--- src/rtl/uart_rx_deframer_if.sv ---
// Serial line, per-frame configuration and deframed word/status of uart_rx_deframer.
// master = line/config driver and word consumer, slave = the deframer itself.
interface uart_rx_deframer_if #(
    parameter int unsigned DATA_WIDTH = 8
);

    logic                  RX_IN;
    logic                  PAR_EN;
    logic                  PAR_TYP;
    logic [DATA_WIDTH-1:0] P_DATA;
    logic                  data_valid;
    logic                  parity_error;
    logic                  stop_error;
    logic                  busy;

    modport master (
        output RX_IN,
        output PAR_EN,
        output PAR_TYP,
        input  P_DATA,
        input  data_valid,
        input  parity_error,
        input  stop_error,
        input  busy
    );

    modport slave (
        input  RX_IN,
        input  PAR_EN,
        input  PAR_TYP,
        output P_DATA,
        output data_valid,
        output parity_error,
        output stop_error,
        output busy
    );

endinterface

--- src/rtl/uart_rx_deframer.sv ---
// Oversampling UART receive deframer: start / DATA_WIDTH data (LSB first) / optional parity / stop.
// Define UART_RX_MAJORITY_VOTE_EN for a 2-of-3 vote around mid-bit instead of a single sample.
module uart_rx_deframer #(
    parameter int unsigned DATA_WIDTH = 8,
    parameter int unsigned OVERSAMPLE = 8
) (
    input  logic                CLK,
    input  logic                RST,
    uart_rx_deframer_if.slave   rx
);

    localparam int unsigned H   = OVERSAMPLE / 2;
    localparam int unsigned EcW = $clog2(OVERSAMPLE);
    localparam int unsigned BcW = (DATA_WIDTH > 1) ? $clog2(DATA_WIDTH) : 1;

    localparam logic [EcW-1:0] EcMid  = EcW'(H);
    localparam logic [EcW-1:0] EcDec  = EcW'(H + 1);
    localparam logic [EcW-1:0] EcLast = EcW'(OVERSAMPLE - 1);
    localparam logic [BcW-1:0] BitLast = BcW'(DATA_WIDTH - 1);

    typedef enum logic [2:0] {
        StIdle,
        StStart,
        StData,
        StParity,
        StStop
    } state_e;

    state_e                state_q, state_d;
    logic [EcW-1:0]        edge_cnt_q, edge_cnt_d;
    logic [BcW-1:0]        bit_cnt_q, bit_cnt_d;
    logic [DATA_WIDTH-1:0] shift_q, shift_d;
    logic                  par_en_q, par_en_d;
    logic                  par_typ_q, par_typ_d;
    logic                  par_err_q, par_err_d;
    logic                  done_q, done_d;
    logic                  stop_bad_q, stop_bad_d;
    logic                  samp_mid_q, samp_mid_d;
    logic [DATA_WIDTH-1:0] p_data_q, p_data_d;
    logic                  data_valid_q, data_valid_d;
    logic                  parity_error_q, parity_error_d;
    logic                  stop_error_q, stop_error_d;

    logic                  decision;
    logic                  dec_edge;
    logic                  last_edge;
    logic [EcW-1:0]        edge_nxt;
    logic                  exp_par;

`ifdef UART_RX_MAJORITY_VOTE_EN
    localparam logic [EcW-1:0] EcLo = EcW'(H - 1);

    logic samp_lo_q, samp_lo_d;

    // Third vote is the live line on the decision edge itself.
    always_comb begin
        samp_lo_d = (edge_cnt_q == EcLo) ? rx.RX_IN : samp_lo_q;
        decision  = (samp_lo_q & samp_mid_q) | (samp_lo_q & rx.RX_IN) |
                    (samp_mid_q & rx.RX_IN);
    end

    always_ff @(posedge CLK or posedge RST) begin
        if (RST) begin
            samp_lo_q <= 1'b1;
        end else begin
            samp_lo_q <= samp_lo_d;
        end
    end
`else
    always_comb begin
        decision = samp_mid_q;
    end
`endif

    always_comb begin
        samp_mid_d = (edge_cnt_q == EcMid) ? rx.RX_IN : samp_mid_q;
        dec_edge   = (edge_cnt_q == EcDec);
        last_edge  = (edge_cnt_q == EcLast);
        edge_nxt   = last_edge ? '0 : edge_cnt_q + 1'b1;
        exp_par    = (^shift_q) ^ par_typ_q;
    end

    // Frame sequencing.
    always_comb begin
        state_d    = state_q;
        edge_cnt_d = edge_cnt_q;
        bit_cnt_d  = bit_cnt_q;
        shift_d    = shift_q;
        par_en_d   = par_en_q;
        par_typ_d  = par_typ_q;
        par_err_d  = par_err_q;
        done_d     = 1'b0;
        stop_bad_d = stop_bad_q;

        unique case (state_q)
            StIdle: begin
                // The detection cycle is edge 0 of the start bit.
                if (!rx.RX_IN) begin
                    state_d    = StStart;
                    edge_cnt_d = EcW'(1);
                    par_en_d   = rx.PAR_EN;
                    par_typ_d  = rx.PAR_TYP;
                    par_err_d  = 1'b0;
                end
            end
            StStart: begin
                edge_cnt_d = edge_nxt;
                if (dec_edge && decision) begin
                    state_d    = StIdle;
                    edge_cnt_d = '0;
                end else if (last_edge) begin
                    state_d   = StData;
                    bit_cnt_d = '0;
                end
            end
            StData: begin
                edge_cnt_d = edge_nxt;
                if (dec_edge) begin
                    shift_d                 = shift_q >> 1;
                    shift_d[DATA_WIDTH-1]   = decision;
                end
                if (last_edge) begin
                    if (bit_cnt_q == BitLast) begin
                        state_d = par_en_q ? StParity : StStop;
                    end else begin
                        bit_cnt_d = bit_cnt_q + 1'b1;
                    end
                end
            end
            StParity: begin
                edge_cnt_d = edge_nxt;
                if (dec_edge) begin
                    par_err_d = (decision != exp_par);
                end
                if (last_edge) begin
                    state_d = StStop;
                end
            end
            StStop: begin
                edge_cnt_d = edge_nxt;
                // Leave half a bit early so a back-to-back start edge is not missed.
                if (dec_edge) begin
                    state_d    = StIdle;
                    edge_cnt_d = '0;
                    done_d     = 1'b1;
                    stop_bad_d = ~decision;
                end
            end
            default: begin
                state_d    = StIdle;
                edge_cnt_d = '0;
            end
        endcase
    end

    // Result pulses are registered one cycle after the stop decision.
    always_comb begin
        data_valid_d   = done_q & ~stop_bad_q & ~par_err_q;
        parity_error_d = done_q & par_err_q;
        stop_error_d   = done_q & stop_bad_q;
        p_data_d       = data_valid_d ? shift_q : p_data_q;
    end

    always_ff @(posedge CLK or posedge RST) begin
        if (RST) begin
            state_q        <= StIdle;
            edge_cnt_q     <= '0;
            bit_cnt_q      <= '0;
            shift_q        <= '0;
            par_en_q       <= 1'b0;
            par_typ_q      <= 1'b0;
            par_err_q      <= 1'b0;
            done_q         <= 1'b0;
            stop_bad_q     <= 1'b0;
            samp_mid_q     <= 1'b1;
            p_data_q       <= '0;
            data_valid_q   <= 1'b0;
            parity_error_q <= 1'b0;
            stop_error_q   <= 1'b0;
        end else begin
            state_q        <= state_d;
            edge_cnt_q     <= edge_cnt_d;
            bit_cnt_q      <= bit_cnt_d;
            shift_q        <= shift_d;
            par_en_q       <= par_en_d;
            par_typ_q      <= par_typ_d;
            par_err_q      <= par_err_d;
            done_q         <= done_d;
            stop_bad_q     <= stop_bad_d;
            samp_mid_q     <= samp_mid_d;
            p_data_q       <= p_data_d;
            data_valid_q   <= data_valid_d;
            parity_error_q <= parity_error_d;
            stop_error_q   <= stop_error_d;
        end
    end

    assign rx.P_DATA       = p_data_q;
    assign rx.data_valid   = data_valid_q;
    assign rx.parity_error = parity_error_q;
    assign rx.stop_error   = stop_error_q;
    assign rx.busy         = (state_q != StIdle);

endmodule

--- src/flat_wrapper.sv ---
// flat-port wrapper written by rule: the top's interface ports become plain ports
module uart_rx_deframer_flat 
#(
    parameter int unsigned DATA_WIDTH = 8,
    parameter int unsigned OVERSAMPLE = 8
)
  (CLK, RST, rx_RX_IN, rx_PAR_EN, rx_PAR_TYP, rx_P_DATA, rx_data_valid, rx_parity_error, rx_stop_error, rx_busy);
  uart_rx_deframer_if #(.DATA_WIDTH(DATA_WIDTH)) rx_i ();
  input  logic CLK;
  input  logic RST;
  input wire logic [$bits(rx_i.RX_IN)-1:0] rx_RX_IN;
  input wire logic [$bits(rx_i.PAR_EN)-1:0] rx_PAR_EN;
  input wire logic [$bits(rx_i.PAR_TYP)-1:0] rx_PAR_TYP;
  output wire logic [$bits(rx_i.P_DATA)-1:0] rx_P_DATA;
  output wire logic [$bits(rx_i.data_valid)-1:0] rx_data_valid;
  output wire logic [$bits(rx_i.parity_error)-1:0] rx_parity_error;
  output wire logic [$bits(rx_i.stop_error)-1:0] rx_stop_error;
  output wire logic [$bits(rx_i.busy)-1:0] rx_busy;
  assign rx_i.RX_IN = rx_RX_IN;
  assign rx_i.PAR_EN = rx_PAR_EN;
  assign rx_i.PAR_TYP = rx_PAR_TYP;
  assign rx_P_DATA = rx_i.P_DATA;
  assign rx_data_valid = rx_i.data_valid;
  assign rx_parity_error = rx_i.parity_error;
  assign rx_stop_error = rx_i.stop_error;
  assign rx_busy = rx_i.busy;
  uart_rx_deframer #(.DATA_WIDTH(DATA_WIDTH), .OVERSAMPLE(OVERSAMPLE)) u_core (.CLK(CLK), .RST(RST), .rx(rx_i));
endmodule
--- config.mk ---
export PLATFORM = sky130hd
export DESIGN_NAME = uart_rx_deframer_flat
export DESIGN_NICKNAME = d
export VERILOG_FILES = /design/src/rtl/uart_rx_deframer_if.sv /design/src/rtl/uart_rx_deframer.sv /design/src/flat_wrapper.sv
export SDC_FILE = /design/constraint.sdc
export NUM_CORES = 1
export LEC_CHECK = 0
export ABC_CLOCK_PERIOD_IN_PS = 2000
export CORE_ASPECT_RATIO = 0.75
export CORE_MARGIN = 3
export CORE_UTILIZATION = 48
export CTS_CLUSTER_DIAMETER = 100
export DETAILED_ROUTE_END_ITERATION = 10
export PLACE_DENSITY = 0.75
export SLEW_MARGIN = 20
export SYNTH_ARGS = -nofsm -noshare
export SYNTH_HDL_FRONTEND = slang
export SYNTH_SLANG_ARGS = --single-unit
--- constraint.sdc ---
create_clock -name CLK -period 2 [get_ports CLK]
set_input_delay 0.4 -clock CLK [delete_from_list [all_inputs] [get_ports CLK]]
set_output_delay 0.4 -clock CLK [all_outputs]
set_load 0.005 [all_outputs]
==> summary.md, run 1 <==
| Metric | Value |
|---|---|
| Area grow syn2layout | 20.03% |
| Number of max-cap violations | 0 |
| Post-synthesis xor/xnor area fraction | 5.369% |
| Vias in the first global route | 1,003 |
| Grt met3 use | 5.455% |
| Number of port buffers | 16 |
| Multiplexer share of the synthesized area | 15.71% |
| Sequential Power Share | 46.9% |
| Nets@finish | 156 |
| Syn Nets | 131 |
| Internal Power | 1.374 mW |
| Syn. warnings | 0 |
| Routability cong. | 0.7875 |
| Sw Ratio | 31.12% |
| EDFF count, synth | 0 |
| Final hold vios | 0 |
| Top-area cell type share of the netlist area | 52.88% |
| Final setup TNS | 0 ns |
| Pre-antenna DRT Iters | 4 |
| Core ar. | 3020 µm² |
| Synth Cell Area | 1561 µm² |
| ANT nets after route | 0 |
| Global Route met2 Usage | 22.12% |
| TritonCTS clock tree | built |
| Chip Height | 55.40 µm |
| Commonest cells post-synth | dfrtp_1, mux2_2, ha_1, inv_1, xnor2_1 |
| Final Cycle Share | 94.45% |
| Wire per inst | 14.39 µm |
| Synth cell types | 33 |
| Starting Density | 51.70% |
| PwrDens | 1065 nW/µm² |
| Hold WC Path Type | flip-flop to flip-flop |
| Async SR Flop Fraction | 100.0% |
| Final setup vio count | 0 |
| Tot Pwr | 1.995 mW |
| Main combinational cell family by area after synthesis | multiplexers |
| VDD IR max | 0.7624 mV |
| DRC viols | 0 |
| First-pass GRT wire length | 4.595 mm |
| Global Route met1 Usage | 20.38% |
| GRT Total Usage | 15.17% |
| Full die area | 3981 µm² |
| Simple-gate share of the synthesized area | 9.535% |
| Top cells by area, synth | dfrtp_1, mux2_2, ha_1 |
| Max_slew headroom | 67.34% |
| Detailed Route Iter0 Violations | 37 |
| LEAKAGE | 0.8625 nW |
| Worst hold slack | 0.4928 ns |
| Initial antenna violation count | 0 |
| Hpwl dp | 1.897 mm |
| Mean Syn Cell Area | 13.01 µm² |
| Sw power | 0.6209 mW |
| Synth Area in Adders | 4.808% |
| Slew Limit Fails | 0 |
| RSZ-0062 raised after global routing | no |
| CP Capture Type | output port |
| Run status | completed |
| Final WL | 2.633 mm |
| Layout Skew | 0.001554 ns |
| Clock Pin Slew Worst Setup and Hold Paths | 0.06 ns |
| Tmin final | 1.889 ns |
| Prevailing post-synth register cell | dfrtp_1 |
| Clock tree buffer depth | 2 |
| Hold-fix buffers, CTS | 0 |
| Critical path peak fanout | 4 |
| Num CTS Buffers | 5 |
| Clk root buf | clkbuf_8 |
| Sequential area share after synthesis | 54.57% |
| Clock Latency Late Sink | 0.27 ns |
| Combinational power share | 30.5% |
| Largest net degree at the start of global routing | 35 |
| Gr busiest metal | met2 |
| Top-count cell post-synth | dfrtp_1 |
| Global route overflow | 0 |
| Post-Syn Instances | 120 |
| Max H-tree Level | 2 |
| Data arrival, critical path | 1.49 ns |
| Die Wd | 71.86 µm |
| Least-Margin Pin Slew | 0.4831 ns |
| Synth area leader | dfrtp_1 |
| Num ports | 17 |
| Clock sink total | 34 |
| Critical path class | flip-flop to output port |
| Vias per inst | 5.432 |
| Compound-cell area share of the yosys netlist | 6.731% |
| Clk network pwr share | 22.6% |
| Total number of vias | 994 |
| Share of cells above drive strength 1 | 24.14% |
| Startpoint Class | flip-flop |
| Worst path required time | 1.60 ns |
| Worst hold stages | 1 |
| Max Clk Rate | 0.5294 GHz |
| Synth Register Bits | 34 |
| Worst r2r path cells | 6 |
| Rows | 17 |
| Ant diodes | 0 |
power by group through the flow:
stage          logic (mW)  registers (mW)  clock network [mW]
2_1_floorplan       0.484           0.906                   0
3_3_place_gp        0.550           0.940                   0
3_5_place_dp        0.569           0.954                   0
4_1_cts             0.575           0.945               0.467
5_1_grt             0.680           0.951               0.501
6_report            0.608           0.937               0.450
placed cells by master, fill, tap and decap left out, drive strengths merged:
master,synthesis,routed
a32o,2,2
a21oi,3,3
buf,4,6
xnor3,1,1
nor2b,1,1
ha,6,6
a31oi,1,1
nor2,5,5
nor4b,1,1
xnor2,6,6
nor3b,2,2
mux2i,2,2
xor2,1,1
nor3,2,2
or3b,1,1
nand3,2,2
nor4,2,2
a221oi,1,1
nand2,5,5
clkbuf,0,7
clkdlybuf4s50,0,16
a21o,1,1
a22o,2,2
dfrtp,33,33
inv,6,6
mux2,20,20
dfstp,1,1
o31ai,1,1
nand4,2,2
and2,2,2
o21ai,3,3
o21bai,1,1
timing repair:
| action | 4_1_cts | 5_1_grt |
|---|---|---|
| setup buffers | 0 | 1 |
| resized for setup | 1 | 2 |
| setup endpoints to repair | 1 | 1 |
| pin swaps | 0 | 0 |
worst max-delay path, stage by stage, from the launching register on:
cell	delay [ns]
dfrtp_1	0.41
nor3_4	0.23
inv_1	0.11
clkdlybuf4s50_1	0.45
final timing paths:
check,start,slack [ns],end
min in group asynchronous,RST,0.52,u_core.rx.P_DATA[7]$_DFFE_PP0P_
hold reg to reg,u_core.done_q$_DFF_PP0_,0.49,u_core.rx.stop_error$_DFF_PP0_
hold / removal,u_core.done_q$_DFF_PP0_,0.49,u_core.rx.stop_error$_DFF_PP0_
setup reg to reg,u_core.bit_cnt_q[0]$_DFFE_PP0P_,0.17,u_core.bit_cnt_q[0]$_DFFE_PP0P_
setup / recovery,u_core.state_q[2]$_DFFE_PP0P_,0.11,rx_busy
max in group asynchronous,RST,1.15,u_core.decision$_DFFE_PP1N_
area by class of cell:
class / instances / area [µm²]
Tap cell: 38 / 47.55
Multi-Input combinational cell: 76 / 669.4
Timing Repair Buffer: 22 / 205.2
Fill cell: 242 / 1146
Clock buffer: 7 / 76.32
Inverter: 6 / 22.52
Sequential cell: 34 / 853.3
registers in the layout, summed over array words and instances (netlist names), 3 cells and up:
signal	flops
u_core.rx.P_DATA	8
u_core.edge_cnt_q	3
u_core.shift_q	8
u_core.state_q	3
u_core.bit_cnt_q	3
metrics by stage:
stage                     area (µm²)  setup slack [ns]  utilization, %  cells
final                           1874            0.1110           62.05    183
after global routing            1874           0.03076           62.05    183
after CTS                       1859          0.005349           61.56    182
after detailed placement        1778            0.1702           58.87    175
after global placement          1778            0.2323           58.87    175
after floorplan                 1562            0.2676               -    120
kinds of logic (layout without fill, tap and decap cells):
logic type,count (synthesis),count (layout)
muxes,22,22
DFF,34,34
adders and majority gates,6,6
and+or+nand+nor,25,25
AOI/OAI and AO/OA,15,15
buffers and inverters,10,35
xor gates and xnor gates,8,8
metal layers:
layer / up-vias / wire, µm
li1: 478 / -
met1: 498 / 1262
met2: 14 / 1232
met3: 4 / 104
met4: 0 / 33
met5: - / 0
Power figures use the tool's default switching activity.
==> run 2: changes to the inputs <==
--- a/config.mk
+++ b/config.mk
@@ -7,7 +7,6 @@
 export LEC_CHECK = 0
 export ABC_CLOCK_PERIOD_IN_PS = 2000
 export CORE_ASPECT_RATIO = 0.75
-export CORE_MARGIN = 3
 export CORE_UTILIZATION = 48
 export CTS_CLUSTER_DIAMETER = 100
 export DETAILED_ROUTE_END_ITERATION = 10
==> summary.md, run 2 (same netlist as run 1, synthesis figures left out) <==
| Metric | Value |
|---|---|
| Max H-tree Level | 2 (unchanged) |
| Internal Power | 1.413 mW (was 1.374 mW) |
| TritonCTS clock tree | built (unchanged) |
| Detailed Route Iter0 Violations | 52 (was 37) |
| Share of cells above drive strength 1 | 24.66% (was 24.14%) |
| Critical path peak fanout | 7 (was 4) |
| First-pass GRT wire length | 4.512 mm (was 4.595 mm) |
| Hold Crit Start | u_core.done_q$_DFF_PP0_ (unchanged) |
| Clk network pwr share | 25.1% (was 22.6%) |
| Clock sink total | 34 (unchanged) |
| Final hold vios | 0 (unchanged) |
| CP Capture Type | output port (unchanged) |
| Worst path required time | 1.60 ns (about the same) |
| Dpl cell area | 1785 µm² (was 1778 µm²) |
| Sw power | 0.6530 mW (was 0.6209 mW) |
| Rows | 17 (unchanged) |
| Max_slew headroom | 63.17% (was 67.34%) |
| Clk root buf | clkbuf_8 (unchanged) |
| ANT nets after route | 0 (unchanged) |
| Final WL | 2.695 mm (was 2.633 mm) |
| R2R Setup Slk | 0.08 ns (was 0.17 ns) |
| Ant diodes | 0 (unchanged) |
| Final setup TNS | 0 ns (unchanged) |
| Combinational power share | 29.4% (was 30.5%) |
| Critical path class | flip-flop to output port (unchanged) |
| Core ar. | 3020 µm² (unchanged) |
| Finished Cell Area | 1888 µm² (was 1874 µm²) |
| Worst hold stages | 1 (unchanged) |
| Run status | completed (unchanged) |
| Layout Skew | 0.004503 ns (was 0.001554 ns) |
| Initial antenna violation count | 0 (unchanged) |
| Reg-to-Reg End | u_core.bit_cnt_q[0]$_DFFE_PP0P_ (unchanged) |
| Total number of vias | 1,024 (was 994) |
| Sequential Power Share | 45.5% (was 46.9%) |
| Largest net degree at the start of global routing | 35 (unchanged) |
| RSZ-0062 raised after global routing | no (unchanged) |
| Startpoint Class | flip-flop (unchanged) |
| Clock Pin Slew Worst Setup and Hold Paths | 0.07 ns (was 0.06 ns) |
| Tmin final | 1.919 ns (was 1.889 ns) |
| Nets@finish | 156 (unchanged) |
| Routability cong. | 0.8398 (was 0.7875) |
| Wire per inst | 14.65 µm (was 14.39 µm) |
| Vias per inst | 5.565 (was 5.432) |
| Full die area | 3488 µm² (was 3981 µm²) |
| Global route overflow | 0 (unchanged) |
| Sw Ratio | 31.61% (was 31.12%) |
| LEAKAGE | 0.8737 nW (was 0.8625 nW) |
| Hold EP | u_core.rx.stop_error$_DFF_PP0_ (unchanged) |
| Max Clk Rate | 0.5212 GHz (was 0.5294 GHz) |
| Area grow syn2layout | 20.91% (was 20.03%) |
| Least-Margin Pin Slew | 0.5448 ns (was 0.4831 ns) |
| Post-CTS setup buffer count | 0 (unchanged) |
| Number of max-cap violations | 0 (unchanged) |
| Tot Pwr | 2.066 mW (was 1.995 mW) |
| Num CTS Buffers | 5 (unchanged) |
| GRT Total Usage | 18.63% (was 15.17%) |
| Data arrival, critical path | 1.52 ns (was 1.49 ns) |
| Chip Height | 51.40 µm (was 55.40 µm) |
| Hpwl dp | 1.877 mm (was 1.897 mm) |
| DRC viols | 0 (unchanged) |
| Clock tree buffer depth | 2 (unchanged) |
| Die Wd | 67.86 µm (was 71.86 µm) |
| Num ports | 17 (unchanged) |
| Final Util | 62.51% (was 62.05%) |
| Clock Latency Late Sink | 0.28 ns (was 0.27 ns) |
| Vias in the first global route | 979 (was 1,003) |
| Worst r2r path cells | 6 (unchanged) |
| Pre-antenna DRT Iters | 4 (unchanged) |
| Commonest non-fill, non-tap cell in the layout | dfrtp_1 (unchanged) |
| Slew Limit Fails | 0 (unchanged) |
| Final Cycle Share | 95.94% (was 94.45%) |
| Final setup vio count | 0 (unchanged) |
| PwrDens | 1094 nW/µm² (was 1065 nW/µm²) |
| VDD IR max | 0.7275 mV (was 0.7624 mV) |
| Hold WC Path Type | flip-flop to flip-flop (unchanged) |
| R2R Path Start | u_core.bit_cnt_q[0]$_DFFE_PP0P_ (unchanged) |
| Most frequent cells in the layout | dfrtp_1, mux2_2, clkdlybuf4s50_1 (unchanged) |
| Number of port buffers | 16 (unchanged) |
| Starting Density | 51.70% (unchanged) |
## run 2: changes by cell type in the layout (fill, tap and decap cells not counted), sizes merged
cell	change
clkinv	+1
## run 2: power groups by stage
stage | clock (mW) | combinational [mW] | sequential (mW)
5_1_grt | 0.555 | 0.677 | 0.955
6_report | 0.518 | 0.608 | 0.940
3_3_place_gp | 0 | 0.571 | 0.930
2_1_floorplan | 0 | 0.484 | 0.906
4_1_cts | 0.528 | 0.609 | 0.931
3_5_place_dp | 0 | 0.601 | 0.940
## run 2: worst max path at each step
| stage | from | endpoint |
|---|---|---|
| 3_3_place_gp | u_core.bit_cnt_q[0]$_DFFE_PP0P_ | u_core.bit_cnt_q[0]$_DFFE_PP0P_ |
| 3_5_place_dp | u_core.bit_cnt_q[0]$_DFFE_PP0P_ | u_core.bit_cnt_q[0]$_DFFE_PP0P_ |
| 6_report | u_core.state_q[1]$_DFFE_PP0P_ | rx_busy |
| 2_1_floorplan | u_core.bit_cnt_q[0]$_DFFE_PP0P_ | u_core.bit_cnt_q[0]$_DFFE_PP0P_ |
| 5_1_grt | u_core.state_q[1]$_DFFE_PP0P_ | rx_busy |
| 4_1_cts | u_core.state_q[1]$_DFFE_PP0P_ | rx_busy |
## run 2: metrics by stage
step | worst slack [ns] | std cells | hold slack (ns)
after floorplan | 0.2676 | 120 | 0.4600
after CTS | 0.05582 | 184 | 0.5053
final | 0.08128 | 184 | 0.4985
after global routing | 0.01579 | 184 | 0.5122
after detailed placement | 0.1092 | 176 | 0.4919
after global placement | 0.2307 | 176 | 0.4673
## run 2: what timing repair did
| item | CTS | global route |
|---|---|---|
| pin swaps | 0 | 0 |
| endpoints found under the setup margin | 1 | 1 |
| gates resized for setup | 1 | 1 |
| hold buffers | 0 | 0 |
## run 2: worst max-delay path: stages, from the launching register on
cell	delay, ns
dfrtp_1	0.47
nor3_4	0.18
inv_1	0.12
clkdlybuf4s50_1	0.46
## run 2: area by class of cell
class                           instances  area (µm²)
Fill cell                             242        1132
Multi-Input combinational cell         76       669.4
Inverter                                6       22.52
Timing Repair Buffer                   22       205.2
Clock inverter                          1       5.005
Tap cell                               38       47.55
Sequential cell                        34       852.1
Clock buffer                            7       86.33
## run 2: routing by layer
layer,GRT usage [%],share of wire (%),vias up
li1,-,-,476
met5,0,0,-
met2,25.74,46,24
met3,5.580,5.2,7
met4,11.46,2.5,0
met1,25.40,47,517
==> run 3: changes to the inputs <==
--- a/config.mk
+++ b/config.mk
@@ -5,7 +5,7 @@
 export SDC_FILE = /design/constraint.sdc
 export NUM_CORES = 1
 export LEC_CHECK = 0
-export ABC_CLOCK_PERIOD_IN_PS = 2000
+export ABC_CLOCK_PERIOD_IN_PS = 2450
 export CORE_ASPECT_RATIO = 0.75
 export CORE_UTILIZATION = 48
 export CTS_CLUSTER_DIAMETER = 100
==> constraint.sdc (replaced) <==
create_clock -name CLK -period 2.45 [get_ports CLK]
set_input_delay 0.49 -clock CLK [delete_from_list [all_inputs] [get_ports CLK]]
set_output_delay 0.49 -clock CLK [all_outputs]
set_load 0.005 [all_outputs]
==> summary.md, run 3 (same netlist as run 1, synthesis figures left out) <==
| Metric | Value |
|---|---|
| Vias per inst | 5.508 (was 5.565) |
| Clock tree buffer depth | 2 (unchanged) |
| Hpwl dp | 1.826 mm (was 1.877 mm) |
| Max_slew headroom | 60.51% (was 63.17%) |
| Final setup vio count | 0 (unchanged) |
| Data arrival, critical path | 1.79 ns (was 1.52 ns) |
| Nets@finish | 152 (was 156) |
| Global route overflow | 0 (unchanged) |
| # resized after CTS | 0 (was 1) |
| Number of max-cap violations | 0 (unchanged) |
| R2R Path Start | u_core.bit_cnt_q[0]$_DFFE_PP0P_ (unchanged) |
| PwrDens | 877.6 nW/µm² (was 1094 nW/µm²) |
| Rows | 17 (unchanged) |
| Initial antenna violation count | 0 (unchanged) |
| Startpoint Class | flip-flop (unchanged) |
| Pre-antenna DRT Iters | 4 (unchanged) |
| Max H-tree Level | 2 (unchanged) |
| First-pass GRT wire length | 4.478 mm (was 4.512 mm) |
| Final setup TNS | 0 ns (unchanged) |
| Layout Skew | 0.002569 ns (was 0.004503 ns) |
| Num ports | 17 (unchanged) |
| Final WL | 2.646 mm (was 2.695 mm) |
| RSZ-0062 raised after global routing | no (unchanged) |
| Hold Crit Start | u_core.done_q$_DFF_PP0_ (unchanged) |
| Total number of vias | 986 (was 1,024) |
| Tmin final | 2.285 ns |
| TritonCTS clock tree | built (unchanged) |
| Critical path peak fanout | 13 (was 7) |
| Run status | completed (unchanged) |
| Least-Margin Pin Slew | 0.5841 ns (was 0.5448 ns) |
| Most frequent cells in the layout | dfrtp_1, mux2_2, clkdlybuf4s50_1 (unchanged) |
| Number of port buffers | 16 (unchanged) |
| Worst setup path startpoint | u_core.state_q[0]$_DFFE_PP0P_ (was u_core.state_q[1]$_DFFE_PP0P_) |
| Largest net degree at the start of global routing | 35 (unchanged) |
| Num CTS Buffers | 5 (unchanged) |
| Full die area | 3488 µm² (unchanged) |
| Routability cong. | 0.8468 (was 0.8398) |
| Clock sink total | 34 (unchanged) |
| Clock Latency Late Sink | 0.28 ns (about the same) |
| GRT Total Usage | 18.45% (was 18.63%) |
| Hold-fix buffers, CTS | 0 (unchanged) |
| Post-Layout Cell Count | 179 (was 184) |
| Slew Limit Fails | 0 (unchanged) |
| VDD IR max | 0.5129 mV (was 0.7275 mV) |
| Clk root buf | clkbuf_8 (unchanged) |
| Final hold vios | 0 (unchanged) |
| Detailed Route Iter0 Violations | 25 (was 52) |
| Starting Density | 51.70% (unchanged) |
| Hold WC Path Type | flip-flop to flip-flop (unchanged) |
| Post-CTS setup buffer count | 0 (unchanged) |
| Ant diodes | 0 (unchanged) |
| Final Cycle Share | 93.26% |
| Vias in the first global route | 1,012 (was 979) |
| Max Clk Rate | 0.4377 GHz |
| CP Capture Type | output port (unchanged) |
| ANT nets after route | 0 (unchanged) |
| Share of cells above drive strength 1 | 20.57% (was 24.66%) |
| Core ar. | 3020 µm² (unchanged) |
| Die Wd | 67.86 µm (unchanged) |
| Chip Height | 51.40 µm (unchanged) |
| Placed cells | 172 (was 176) |
| Commonest non-fill, non-tap cell in the layout | dfrtp_1 (unchanged) |
| LEAKAGE | 0.8419 nW (was 0.8737 nW) |
| Clock Pin Slew Worst Setup and Hold Paths | 0.06 ns (was 0.07 ns) |
| Worst path required time | 1.96 ns (was 1.60 ns) |
| Critical path class | flip-flop to output port (unchanged) |
| Wire per inst | 14.78 µm (was 14.65 µm) |
| DRC viols | 0 (unchanged) |
| Area grow syn2layout | 17.31% (was 20.91%) |
## run 3: changes by cell type in the layout (fill, tap and decap cells not counted)
cell	change
buf_4	-4
clkbuf_1	+1
nor3_4	-1
clkbuf_8	-1
nor3_1	+1
clkinv_2	-1
## run 3: metal layers
metal	global-route usage (%)	up-vias	wire length, µm	part of all wire (%)
met5	0	-	0	0
met4	10.76	0	39	1.5
met3	6.250	5	121	4.6
met2	25.91	27	1220	46
met1	24.60	487	1266	48
li1	-	467	-	-
## run 3: per-stage QoR
stage | power [mW] | worst slack [ns] | hold WS (ns) | util [%] | area, µm²
final | 1.608 | 0.1652 | 0.4968 | 60.65 | 1832
after global routing | 1.704 | 0.02596 | 0.5154 | 60.65 | 1832
after CTS | 1.615 | 0.1824 | 0.5006 | 60.65 | 1832
after detailed placement | 1.232 | 0.4935 | 0.4869 | 58.12 | 1755
after global placement | 1.204 | 0.5356 | 0.4678 | 58.12 | 1755
after floorplan | 1.135 | 0.7176 | 0.4600 | - | 1562
## run 3: layout make-up
type	instances	area, µm²
fillers	265	1189
flip-flops and latches	34	852.1
multi-input cells	76	658.1
repair buffers	18	175.2
clock buffers	7	76.32
well taps	38	47.55
inverters	6	22.52
## run 3: worst paths after layout
kind	cells after the start	end	slack [ns]
max in group asynchronous	3	u_core.decision$_DFFE_PP1N_	1.51
worst min register to register	1	u_core.rx.stop_error$_DFF_PP0_	0.50
worst max-delay path	3	rx_busy	0.17
min in group asynchronous	3	u_core.rx.data_valid$_DFF_PP0_	0.60
worst min-delay path	1	u_core.rx.stop_error$_DFF_PP0_	0.50
worst max register to register	6	u_core.bit_cnt_q[0]$_DFFE_PP0P_	0.56
## run 3: worst max-delay path: stages (launching register included)
cell	delay, ns
dfrtp_1	0.54
nor3_1	0.37
inv_1	0.14
clkdlybuf4s50_1	0.47
## run 3: where the power goes
part | total [mW] | internal, mW | switching, mW
Combinational | 0.435 | 0.239 | 0.196
Clock | 0.379 | 0.195 | 0.183
Sequential | 0.794 | 0.663 | 0.131
